[config.mk]
export PLATFORM = sky130hd
export DESIGN_NAME = mvu_wrc_arbiter_flat
export DESIGN_NICKNAME = d
export VERILOG_FILES = /design/src/rtl/mvu_pkg.sv /design/src/rtl/mvu_wrc_arbiter_pkg.sv /design/src/rtl/mvu_wrc_arbiter_if.sv /design/src/rtl/mvu_wrc_arbiter_fifo.sv /design/src/rtl/mvu_wrc_arbiter.sv /design/src/flat_wrapper.sv
export SDC_FILE = /design/constraint.sdc
export NUM_CORES = 2
export LEC_CHECK = 0
export BUFFER_PORTS_ARGS = -buffer_cell sky130_fd_sc_hd__clkbuf_2
export CAP_MARGIN = 5
export CORE_ASPECT_RATIO = 1.5
export CORE_MARGIN = 3
export CORE_UTILIZATION = 45
export DETAILED_ROUTE_END_ITERATION = 10
export PLACE_DENSITY = 0.66
export SYNTH_ARGS = -nofsm -noshare
export SYNTH_HDL_FRONTEND = slang
export SYNTH_SLANG_ARGS = --single-unit
[constraint.sdc]
create_clock -name clk -period 4.8 [get_ports clk]
set_input_delay 0.24 -clock clk [delete_from_list [all_inputs] [get_ports clk]]
set_output_delay 0.24 -clock clk [all_outputs]
set_load 0.05 [all_outputs]
[src/rtl/mvu_pkg.sv]
// Shared MVU geometry constants used by the data-memory write path.
package mvu_pkg;
    localparam int NMVU    = 8;
    localparam int BDBANKA = 15;
    localparam int BDBANKW = 64;
endpackage

[src/rtl/mvu_wrc_arbiter_pkg.sv]
// Helpers for the write-port arbiter; re-uses the MVU geometry from mvu_pkg.
package mvu_wrc_arbiter_pkg;
    import mvu_pkg::*;

    localparam int STALL_W = 16;

    // Index wrap for the round-robin scan; idx is always below 2*n.
    function automatic int rr_wrap(input int idx, input int n);
        return (idx >= n) ? idx - n : idx;
    endfunction
endpackage

[src/rtl/mvu_wrc_arbiter_if.sv]
// Requester-side and MVU-side write bus of the arbiter.
interface mvu_wrc_arbiter_if
    import mvu_pkg::*;
#(
    parameter int NREQ   = NMVU,
    parameter int ADDR_W = BDBANKA,
    parameter int DATA_W = BDBANKW
);
    logic [NREQ-1:0]        req_valid;
    logic [NREQ-1:0]        req_ready;
    logic [NREQ*ADDR_W-1:0] req_addr;
    logic [NREQ*DATA_W-1:0] req_word;
    logic [NREQ-1:0]        wrc_en;
    logic [ADDR_W-1:0]      wrc_addr;
    logic [DATA_W-1:0]      wrc_word;
    logic [NREQ-1:0]        wrc_grnt;

    // master: transposers plus MVU grant source; slave: the arbiter
    modport master (
        output req_valid, req_addr, req_word, wrc_grnt,
        input  req_ready, wrc_en, wrc_addr, wrc_word
    );
    modport slave (
        input  req_valid, req_addr, req_word, wrc_grnt,
        output req_ready, wrc_en, wrc_addr, wrc_word
    );
endinterface

[src/rtl/mvu_wrc_arbiter_fifo.sv]
// Per-requester synchronous FIFO; the head word is visible while not empty.
module wrc_req_fifo #(
    parameter int DEPTH = 4,
    parameter int W     = 8,
    localparam int AW   = $clog2(DEPTH),
    localparam int CW   = AW + 1
) (
    input  logic          clk,
    input  logic          rst,
    input  logic          push,
    input  logic          pop,
    input  logic [W-1:0]  din,
    output logic [W-1:0]  head,
    output logic [CW-1:0] count,
    output logic          empty,
    output logic          full
);
    logic [W-1:0]  mem [DEPTH];
    logic [CW-1:0] wr_ptr;
    logic [CW-1:0] rd_ptr;

    assign count = wr_ptr - rd_ptr;
    assign empty = (count == '0);
    assign full  = (count == CW'(DEPTH));
    assign head  = mem[rd_ptr[AW-1:0]];

    always_ff @(posedge clk or posedge rst) begin
        if (rst) begin
            wr_ptr <= '0;
            rd_ptr <= '0;
        end else begin
            if (push) wr_ptr <= wr_ptr + 1'b1;
            if (pop)  rd_ptr <= rd_ptr + 1'b1;
        end
    end

    always_ff @(posedge clk) begin
        if (push) mem[wr_ptr[AW-1:0]] <= din;
    end
endmodule

[src/rtl/mvu_wrc_arbiter.sv]
// Round-robin arbiter feeding the single MVU data-memory write port from
// NREQ buffered requesters through one registered output stage.
module mvu_wrc_arbiter
    import mvu_pkg::*;
    import mvu_wrc_arbiter_pkg::*;
#(
    parameter int NREQ   = NMVU,
    parameter int ADDR_W = BDBANKA,
    parameter int DATA_W = BDBANKW,
    parameter int DEPTH  = 4
) (
    input  logic               clk,
    input  logic               rst,
    mvu_wrc_arbiter_if.slave   bus,
    output logic               idle,
    output logic [STALL_W-1:0] stall_cnt
);
    localparam int SEL_W = (NREQ > 1) ? $clog2(NREQ) : 1;
    localparam int CW    = $clog2(DEPTH) + 1;
    localparam int W     = ADDR_W + DATA_W;

    logic [NREQ-1:0] fifo_empty, fifo_full, push, pop;
    logic [W-1:0]    head  [NREQ];
    logic [CW-1:0]   count [NREQ];

    logic [NREQ-1:0]   en_q;
    logic [ADDR_W-1:0] addr_q;
    logic [DATA_W-1:0] word_q;
    logic [SEL_W-1:0]  rr_ptr;

    logic              complete, load, found, any_cnt;
    logic [SEL_W-1:0]  winner;
    logic [2*NREQ-1:0] dbl, shifted;
    logic [NREQ-1:0]   rot;

    for (genvar i = 0; i < NREQ; i++) begin : g_fifo
        wrc_req_fifo #(.DEPTH(DEPTH), .W(W)) u_fifo (
            .clk   (clk),
            .rst   (rst),
            .push  (push[i]),
            .pop   (pop[i]),
            .din   ({bus.req_addr[i*ADDR_W +: ADDR_W], bus.req_word[i*DATA_W +: DATA_W]}),
            .head  (head[i]),
            .count (count[i]),
            .empty (fifo_empty[i]),
            .full  (fifo_full[i])
        );
        assign push[i] = bus.req_valid[i] & ~fifo_full[i];
        assign pop[i]  = load & found & (winner == SEL_W'(i));
    end

    assign bus.req_ready = ~fifo_full;
    assign bus.wrc_en    = en_q;
    assign bus.wrc_addr  = addr_q;
    assign bus.wrc_word  = word_q;

    assign complete = |(en_q & bus.wrc_grnt);
    assign load     = ~(|en_q) | complete;

    // Rotate so the slot after rr_ptr sits at bit 0, pick the lowest, map back.
    always_comb begin
        dbl     = {~fifo_empty, ~fifo_empty};
        shifted = dbl >> (int'(rr_ptr) + 1);
        rot     = shifted[NREQ-1:0];
        found   = 1'b0;
        winner  = '0;
        for (int k = NREQ - 1; k >= 0; k--) begin
            if (rot[k]) begin
                found  = 1'b1;
                winner = SEL_W'(rr_wrap(int'(rr_ptr) + 1 + k, NREQ));
            end
        end
    end

    always_comb begin
        any_cnt = 1'b0;
        for (int i = 0; i < NREQ; i++) any_cnt = any_cnt | (|count[i]);
        idle = ~any_cnt & ~(|en_q);
    end

    always_ff @(posedge clk or posedge rst) begin
        if (rst) begin
            en_q      <= '0;
            addr_q    <= '0;
            word_q    <= '0;
            rr_ptr    <= SEL_W'(NREQ - 1);
            stall_cnt <= '0;
        end else begin
            if ((|en_q) && !complete && (stall_cnt != '1))
                stall_cnt <= stall_cnt + 1'b1;
            if (load) begin
                if (found) begin
                    en_q             <= NREQ'(1) << winner;
                    {addr_q, word_q} <= head[winner];
                    rr_ptr           <= winner;
                end else begin
                    en_q <= '0;
                end
            end
        end
    end
endmodule

[src/flat_wrapper.sv]
// flat-port wrapper written by rule: the top's interface ports become plain ports
module mvu_wrc_arbiter_flat import mvu_pkg::*; import mvu_wrc_arbiter_pkg::*;
#(
    parameter int NREQ   = NMVU,
    parameter int ADDR_W = BDBANKA,
    parameter int DATA_W = BDBANKW,
    parameter int DEPTH  = 4
)
  (clk, rst, idle, stall_cnt, bus_req_valid, bus_req_addr, bus_req_word, bus_wrc_grnt, bus_req_ready, bus_wrc_en, bus_wrc_addr, bus_wrc_word);
  mvu_wrc_arbiter_if #(.NREQ(NREQ), .ADDR_W(ADDR_W), .DATA_W(DATA_W)) bus_i ();
  input  logic clk;
  input  logic rst;
  output logic idle;
  output logic [STALL_W-1:0] stall_cnt;
  input wire logic [$bits(bus_i.req_valid)-1:0] bus_req_valid;
  input wire logic [$bits(bus_i.req_addr)-1:0] bus_req_addr;
  input wire logic [$bits(bus_i.req_word)-1:0] bus_req_word;
  input wire logic [$bits(bus_i.wrc_grnt)-1:0] bus_wrc_grnt;
  output wire logic [$bits(bus_i.req_ready)-1:0] bus_req_ready;
  output wire logic [$bits(bus_i.wrc_en)-1:0] bus_wrc_en;
  output wire logic [$bits(bus_i.wrc_addr)-1:0] bus_wrc_addr;
  output wire logic [$bits(bus_i.wrc_word)-1:0] bus_wrc_word;
  assign bus_i.req_valid = bus_req_valid;
  assign bus_i.req_addr = bus_req_addr;
  assign bus_i.req_word = bus_req_word;
  assign bus_i.wrc_grnt = bus_wrc_grnt;
  assign bus_req_ready = bus_i.req_ready;
  assign bus_wrc_en = bus_i.wrc_en;
  assign bus_wrc_addr = bus_i.wrc_addr;
  assign bus_wrc_word = bus_i.wrc_word;
  mvu_wrc_arbiter #(.NREQ(NREQ), .ADDR_W(ADDR_W), .DATA_W(DATA_W), .DEPTH(DEPTH)) u_core (.clk(clk), .rst(rst), .bus(bus_i), .idle(idle), .stall_cnt(stall_cnt));
endmodule
### After elaboration in Yosys (flattened, before gate mapping)

Memory sizes are Yosys's and may differ from the RTL's.
Cells that the tools add are included.

* memories: 8
* RAM bits: 2528
* word-level logic and storage cells: 204
* register bits: 154

* eq/ne operators: 16
* bitwise operators: 40
* reduce and logical (&&, ||, !) cells: 23
* mux-type cells: 44
* $lt $le $gt $ge: 9
* shift operators: 2
* add/subtract/negate cells: 41

Memory list
* u_core.g_fifo[0].u_fifo.mem: depth 4, width 79, rd ports 1, clocked after Yosys merged registers in 0, write ports 1, RTL line mvu_wrc_arbiter_fifo.sv:18 `logic [W-1:0] mem [DEPTH];`
* u_core.g_fifo[1].u_fifo.mem: depth 4, width 79, rd ports 1, clocked after Yosys merged registers in 0, write ports 1, RTL line mvu_wrc_arbiter_fifo.sv:18
* u_core.g_fifo[2].u_fifo.mem: depth 4, width 79, rd ports 1, clocked after Yosys merged registers in 0, write ports 1, RTL line mvu_wrc_arbiter_fifo.sv:18
* u_core.g_fifo[3].u_fifo.mem: depth 4, width 79, rd ports 1, clocked after Yosys merged registers in 0, write ports 1, RTL line mvu_wrc_arbiter_fifo.sv:18
* u_core.g_fifo[4].u_fifo.mem: depth 4, width 79, rd ports 1, clocked after Yosys merged registers in 0, write ports 1, RTL line mvu_wrc_arbiter_fifo.sv:18
* u_core.g_fifo[5].u_fifo.mem: depth 4, width 79, rd ports 1, clocked after Yosys merged registers in 0, write ports 1, RTL line mvu_wrc_arbiter_fifo.sv:18
* +2 memories

Operators by type and width (number)
* $bmux W79 S3: 1
* $ge A32 B5 Y1 const B: 7
* $mux W79: 2
* $add A3 B1 Y3 const B: 16
* $mux W3: 16
* $eq A3 B3 Y1 const B: 12
* $logic_not A3 Y1: 9
* $mux W1: 24
* $reduce_or A3 Y1: 8
* $sub A3 B1 Y3 const B: 8
* $sub A3 B3 Y3: 8
* $add A4 B3 Y5 const B: 4
* $and A1 B1 Y1: 18
* $add A16 B1 Y16 const B: 1
* $ne A16 B16 Y1 const B: 1
* $not A8 Y8: 2
* $reduce_or A8 Y1: 2
* $shr A16 B4 Y8: 1
* $add A4 B2 Y5 const B: 2
* $not A1 Y1: 10
* $and A8 B8 Y8: 1
* $ge A4 B4 Y1 const B: 2
* $mux W8: 1
* $or A1 B1 Y1: 8
* other kinds (9): 11

### Longest topological paths before layout

* depth in word-level cells: 16
* depth in mapped cells: 21

### By module

From an unflattened synthesis, not the netlist that was laid out.

* cells, all modules: 4534
* area total of the unflattened synthesis: 105049.5 um2

By module, submodules not included
* wrc_req_fifo: times used 8, sequential area each 9639.2 um2, cells each 446, area each 11866.4 um2
* mvu_wrc_arbiter: times used 1, sequential area each 2656.3 um2, cells each 966, area each 10118.5 um2

### Worst setup path before layout

Ideal clock, no wire load.

* path kind: reg2reg
* start: reg u_core.g_fifo[6].u_fifo.rd_ptr[1]
* end: mem u_core.g_fifo[6].u_fifo.mem[3][0] (netlist bit) (enable)
* stages on the path, launching flop included: 11
* data required time: 4.352 ns
* library setup time: 0.448 ns
* path buffers: 4
* setup slack: -0.306 ns
* arrival time: 4.658 ns
* path through: dfrtp_1 clkbuf_1 buf_1 buf_1 buf_1 inv_1 ha_1 nor2b_1 xnor2_1 nand3_1 and3_1

* cells in the longest elaborated chain, start to end: 6

Ends and longest elaborated chain
* from (decl): RTL line mvu_wrc_arbiter_fifo.sv:20 `logic [CW-1:0] rd_ptr;`
* from (signal assigned): RTL line mvu_wrc_arbiter_fifo.sv:33 `if (pop) rd_ptr <= rd_ptr + 1'b1;`
* $sub A3 B3 Y3: RTL line mvu_wrc_arbiter_fifo.sv:22 `assign count = wr_ptr - rd_ptr;`
* $eq A3 B3 Y1: RTL line mvu_wrc_arbiter_fifo.sv:24 `assign full = (count == CW'(DEPTH));`
* $not A1 Y1: RTL line mvu_wrc_arbiter.sv:48 `assign push[i] = bus.req_valid[i] & ~fifo_full[i];`
* $and A1 B1 Y1: RTL line mvu_wrc_arbiter.sv:48
* $mux W1: RTL line mvu_wrc_arbiter_fifo.sv:38 `if (push) mem[wr_ptr[AW-1:0]] <= din;`
* $mux W1 (not written as such): RTL line mvu_wrc_arbiter_fifo.sv:38
* to (decl): RTL line mvu_wrc_arbiter_fifo.sv:18

No other way between the ends.

### Worst setup path after layout

* start: reg u_core.rr_ptr[1]
* end: reg u_core.word_q[43] (netlist: u_core.bus.wrc_word[43])

* cells in the longest elaborated chain, start to end: 16
* elaborated cells between the ends (all ways): 54
* classes of those cells: 16 x add/sub; 8 x order compare; 1 x shift; 27 x mux; 1 x bitwise; 1 x reduce/logical

Ends and longest elaborated chain
* from (decl): RTL line mvu_wrc_arbiter.sv:29 `logic [SEL_W-1:0] rr_ptr;`
* from (signal assigned): RTL line mvu_wrc_arbiter.sv:86 `rr_ptr <= SEL_W'(NREQ - 1);`
* from (signal assigned): RTL line mvu_wrc_arbiter.sv:95 `rr_ptr <= winner;`
* $add A3 B1 Y4 (*): RTL line mvu_wrc_arbiter.sv:63, mvu_wrc_arbiter.sv:70
* $add A4 B3 Y5: RTL line mvu_wrc_arbiter.sv:70 `winner = SEL_W'(rr_wrap(int'(rr_ptr) + 1 + k, NREQ));`
* $ge A32 B5 Y1 / $sub A3 B1 Y3 (equally long branches): RTL line mvu_wrc_arbiter_pkg.sv:9 `return (idx >= n) ? idx - n : idx;`
* $mux W3: RTL line mvu_wrc_arbiter_pkg.sv:9
* $mux W3 (8 in series): RTL line mvu_wrc_arbiter.sv:68 `if (rot[k]) begin`
* $not A3 Y4 (not written as such): RTL line mvu_wrc_arbiter.sv:94 `{addr_q, word_q} <= head[winner];`
* $bmux W79 S3: RTL line mvu_wrc_arbiter.sv:94
* $mux W79 (not written as such) (2 in series): RTL line mvu_wrc_arbiter.sv:94
* to (signal assigned): RTL line mvu_wrc_arbiter.sv:94
* to (decl): RTL line mvu_wrc_arbiter.sv:28 `logic [DATA_W-1:0] word_q;`

Every way passes the cells marked *; elsewhere a longest branch is shown, timed or not. The select of a mux whose other input is x is not followed.
A chain may end at the register's enable or synchronous reset.

==> flow_metrics.tcl <==
set metrics [dict create \
    portBuffers 761 \
    io_pins 762 \
    path_class "reg -> reg" \
    syn_area_mm2 0.1039 \
    worst_pin_slew_ns 1.223 \
    grt_first_pass_wirelength_um 439100 \
    cp-end-kind "flip-flop" \
    design.core.area_mm2 0.2292 \
    syn_to_final_growth_pct 23.77 \
    ys_seq_area_share_pct 76.78 \
    ir_drop_v 0.0006600 \
    sw_frac_of_total_pct 38.28 \
    start_util_pct 45.33 \
    period_needed_ns 4.715 \
    multi_input_area_mm2 0.02358 \
    start_kind "flip-flop" \
    period_share_pct 98.23 \
    drt_iter0_drc 6915 \
    wirelength_um 312500 \
    synth_nets 5366 \
    nFillCells 17116 \
    synthTopCellsByArea "edfxtp_1 (73%), mux4_2 (14%), dfrtp_1 (3.6%)" \
    die_x_um 398.3 \
    fmax_mhz 212.1 \
    synth_top_area_share_pct 73.06 \
    grt_max_degree 86 \
    place_area_mm2 0.1128 \
    clkPwrFrac_pct 20.6 \
    synth_area_leader_cell "edfxtp_1" \
    worst-path-max-fanout 44 \
    finalHoldViolations 0 \
    clkTransAtPathRegs_ns 0.07 \
    drc 0 \
    synth.distinct_cells 74 \
    grt_pass1_vias 57580 \
    ys.flop_type "edfxtp_1" \
    fin_cells 9656 \
    dieArea_mm2 0.2368 \
    cts-root-buf "clkbuf_16" \
    p_int_uw 59340 \
    holdWs_ns 0.04047 \
    sequential_cell_area_mm2 0.07983 \
    cts.path.max_buffers 4 \
    placedCellCount 8404 \
    p_total_uw 96150 \
    design_area_mm2 0.1286 \
    p_leak_uw 0.04375 \
    hpwl_um 205800 \
    async_reset_ff_share_pct 5.742 \
    synth_common_cells "edfxtp_1 (2528), mux4_2 (636), nand2_1 (171)" \
    firstDrtPassIters 6 \
    wl_per_cell_um 32.37 \
    rows 215 \
    cp.required_ns 5.51 \
    ant_nets 0 \
    gp_congestion 0.8412 \
    hp-class "in -> async" \
    clock_sinks 2682 \
    p_seq_share_pct 35.2 \
    vias 56762 \
    worstPathArrival_ns 5.43 \
    cts_tree "done" \
    track_usage_pct 26.13 \
    slew_violations 0 \
    p_sw_uw 36810 \
    combinationalPowerShare_pct 44.2 \
    clock_skew_ns 0.1194 \
    slew_headroom_pct 18.45 \
    numCtsBuffers 244 \
    synth-edff-count 2528 \
    power.density_mw_per_mm2 747.6 \
    grt.overflow.total 0 \
    drive_gt1_share_pct 34.59 \
    drv_cap 0 \
    die_h_um 594.5 \
    yosysMostFrequentCell "edfxtp_1" \
    syn_area_per_cell_um2 22.31 \
    clk_latency_ns 0.96 \
    antenna_found_initial 142 \
    rrSetupSlack_ns 0.09 \
    setup_viol 0 \
    via_per_inst 5.878 \
    yosysWarnings 0 \
    htree_num_levels 4 \
    status "complete, no violations" \
    fin_nets 7026 \
    synth_seq_cells 2682 \
    final_util_pct 56.11 \
    syn_inst 4657 \
]
[per-stage QoR]
stage          setup WS [ns]  setup TNS (ns)
2_1_floorplan        0.01862               0
3_3_place_gp         -0.2482         -0.5901
3_5_place_dp         -0.2603         -0.7841
4_1_cts             0.003674               0
5_1_grt             -0.03455        -0.05263
6_report             0.08502               0
[power by group through the flow]
stage | clock (uW) | sequential [uW] | combinational [uW]
2_1_floorplan | 0 | 35000 | 22300
3_3_place_gp | 0 | 33900 | 40700
3_5_place_dp | 0 | 34200 | 40800
4_1_cts | 20100 | 33800 | 42000
5_1_grt | 21000 | 34200 | 44500
6_report | 19800 | 33900 | 42500
[state kept, by name, indices dropped and copies added, names as in the netlist]
name and cells:
u_core.rr_ptr 3, u_core.bus.wrc_addr 15, u_core.stall_cnt 16, u_core.g_fifo.u_fifo.wr_ptr 24, u_core.bus.wrc_word 64, u_core.g_fifo.u_fifo.mem 2528, u_core.bus.wrc_en 8, u_core.g_fifo.u_fifo.rd_ptr 24
[path summary, 6_finish.rpt]
path | cells after the start | endpoint | start
worst max-delay path | 12 | u_core.bus.wrc_word[43] | u_core.rr_ptr[1]
worst min-delay path | 3 | u_core.bus.wrc_word[47] | rst
worst max register to register | 12 | u_core.bus.wrc_word[43] | u_core.rr_ptr[1]
worst min register to register | 1 | u_core.g_fifo[6].u_fifo.rd_ptr[2] | u_core.g_fifo[6].u_fifo.rd_ptr[2]
max in group asynchronous | 4 | u_core.stall_cnt[0] | rst
min in group clk | 2 | u_core.g_fifo[2].u_fifo.mem[0][15] | bus_req_word[143]
[critical path, stage by stage (launching register included)]
cell,delay (ns)
dfstp_4,0.88
ha_1,0.33
xor2_1,0.33
xor2_1,0.51
a211oi_1,0.22
o32ai_2,0.22
o31ai_1,0.11
buf_4,0.16
o21ai_4,0.18
nor2_4,0.07
buf_12,0.19
a222oi_1,1.07
o211ai_1,0.18
[layout by cell type (no fill, tap or decap), drive strengths merged, types with 10 or more instances in the layout]
cell / synthesis / final
edfxtp: 2528 / 2528
clkbuf: 166 / 1052
dlygate4sd3: 0 / 685
mux4: 636 / 636
buf: 80 / 212
mux2: 201 / 201
nand2: 173 / 173
dfrtp: 151 / 151
clkinv: 2 / 114
diode: 0 / 96
a22oi: 73 / 73
mux2i: 66 / 66
ha: 59 / 59
and3: 53 / 53
xnor2: 45 / 45
inv: 29 / 36
a21o: 34 / 34
o211ai: 30 / 30
nand3: 29 / 29
bufinv: 0 / 27
a222oi: 26 / 26
o2111ai: 25 / 25
xor2: 24 / 24
a21oi: 24 / 24
nor2: 23 / 24
o21ai: 21 / 21
a22o: 19 / 19
a221o: 16 / 16
nand4: 15 / 15
clkinvlp: 0 / 15
a32oi: 11 / 11
and2: 11 / 11
nor3: 10 / 10
o32ai: 10 / 10
nor2b: 10 / 10
[cell families (layout without fill, tap and decap cells)]
| logic type | after synthesis | in the layout | share of synthesized area, % |
|---|---|---|---|
| AO/OA/AOI/OAI | 322 | 322 | 2.494 |
| AND/OR/NAND/NOR | 345 | 346 | 1.665 |
| XOR/XNOR | 69 | 69 | 0.6322 |
| flip-flops | 2682 | 2682 | 76.78 |
| other | 0 | 96 | 0 |
| multiplexers | 903 | 903 | 16.60 |
| buffers and inverters | 277 | 2141 | 1.119 |
| adder cells (fa/ha/maj) | 59 | 59 | 0.7105 |
[routing by layer]
metal / vias to the layer above / GRT usage [%] / routed length [um]
li1: 23145 / - / -
met1: 30136 / 37.11 / 125100
met2: 2913 / 40.27 / 145100
met3: 474 / 8.194 / 35440
met4: 94 / 5.129 / 6384
met5: - / 0 / 554
[what timing repair did]
| item | 4_1_cts | 5_1_grt |
|---|---|---|
| resized for setup | 13 | 56 |
| hold endpoints to repair | 2670 | 0 |
| buffers inserted | 9 | 11 |
| pin swaps | 6 | 19 |
| hold buffers | 685 | 0 |
| setup endpoints to repair | 5 | 6 |
| gates cloned | 1 | 1 |
[area by class of cell]
cell class	instances	share of cell area (%)
Timing Repair Buffer	1659	10.05
Clock buffer	290	5.010
Antenna cell	96	0.1868
Multi-Input combinational cell	1699	18.34
Inverter	31	0.09632
Sequential cell	2682	62.08
Clock inverter	161	1.288
Tap cell	3038	2.956
(Power assumes the default switching activity.)
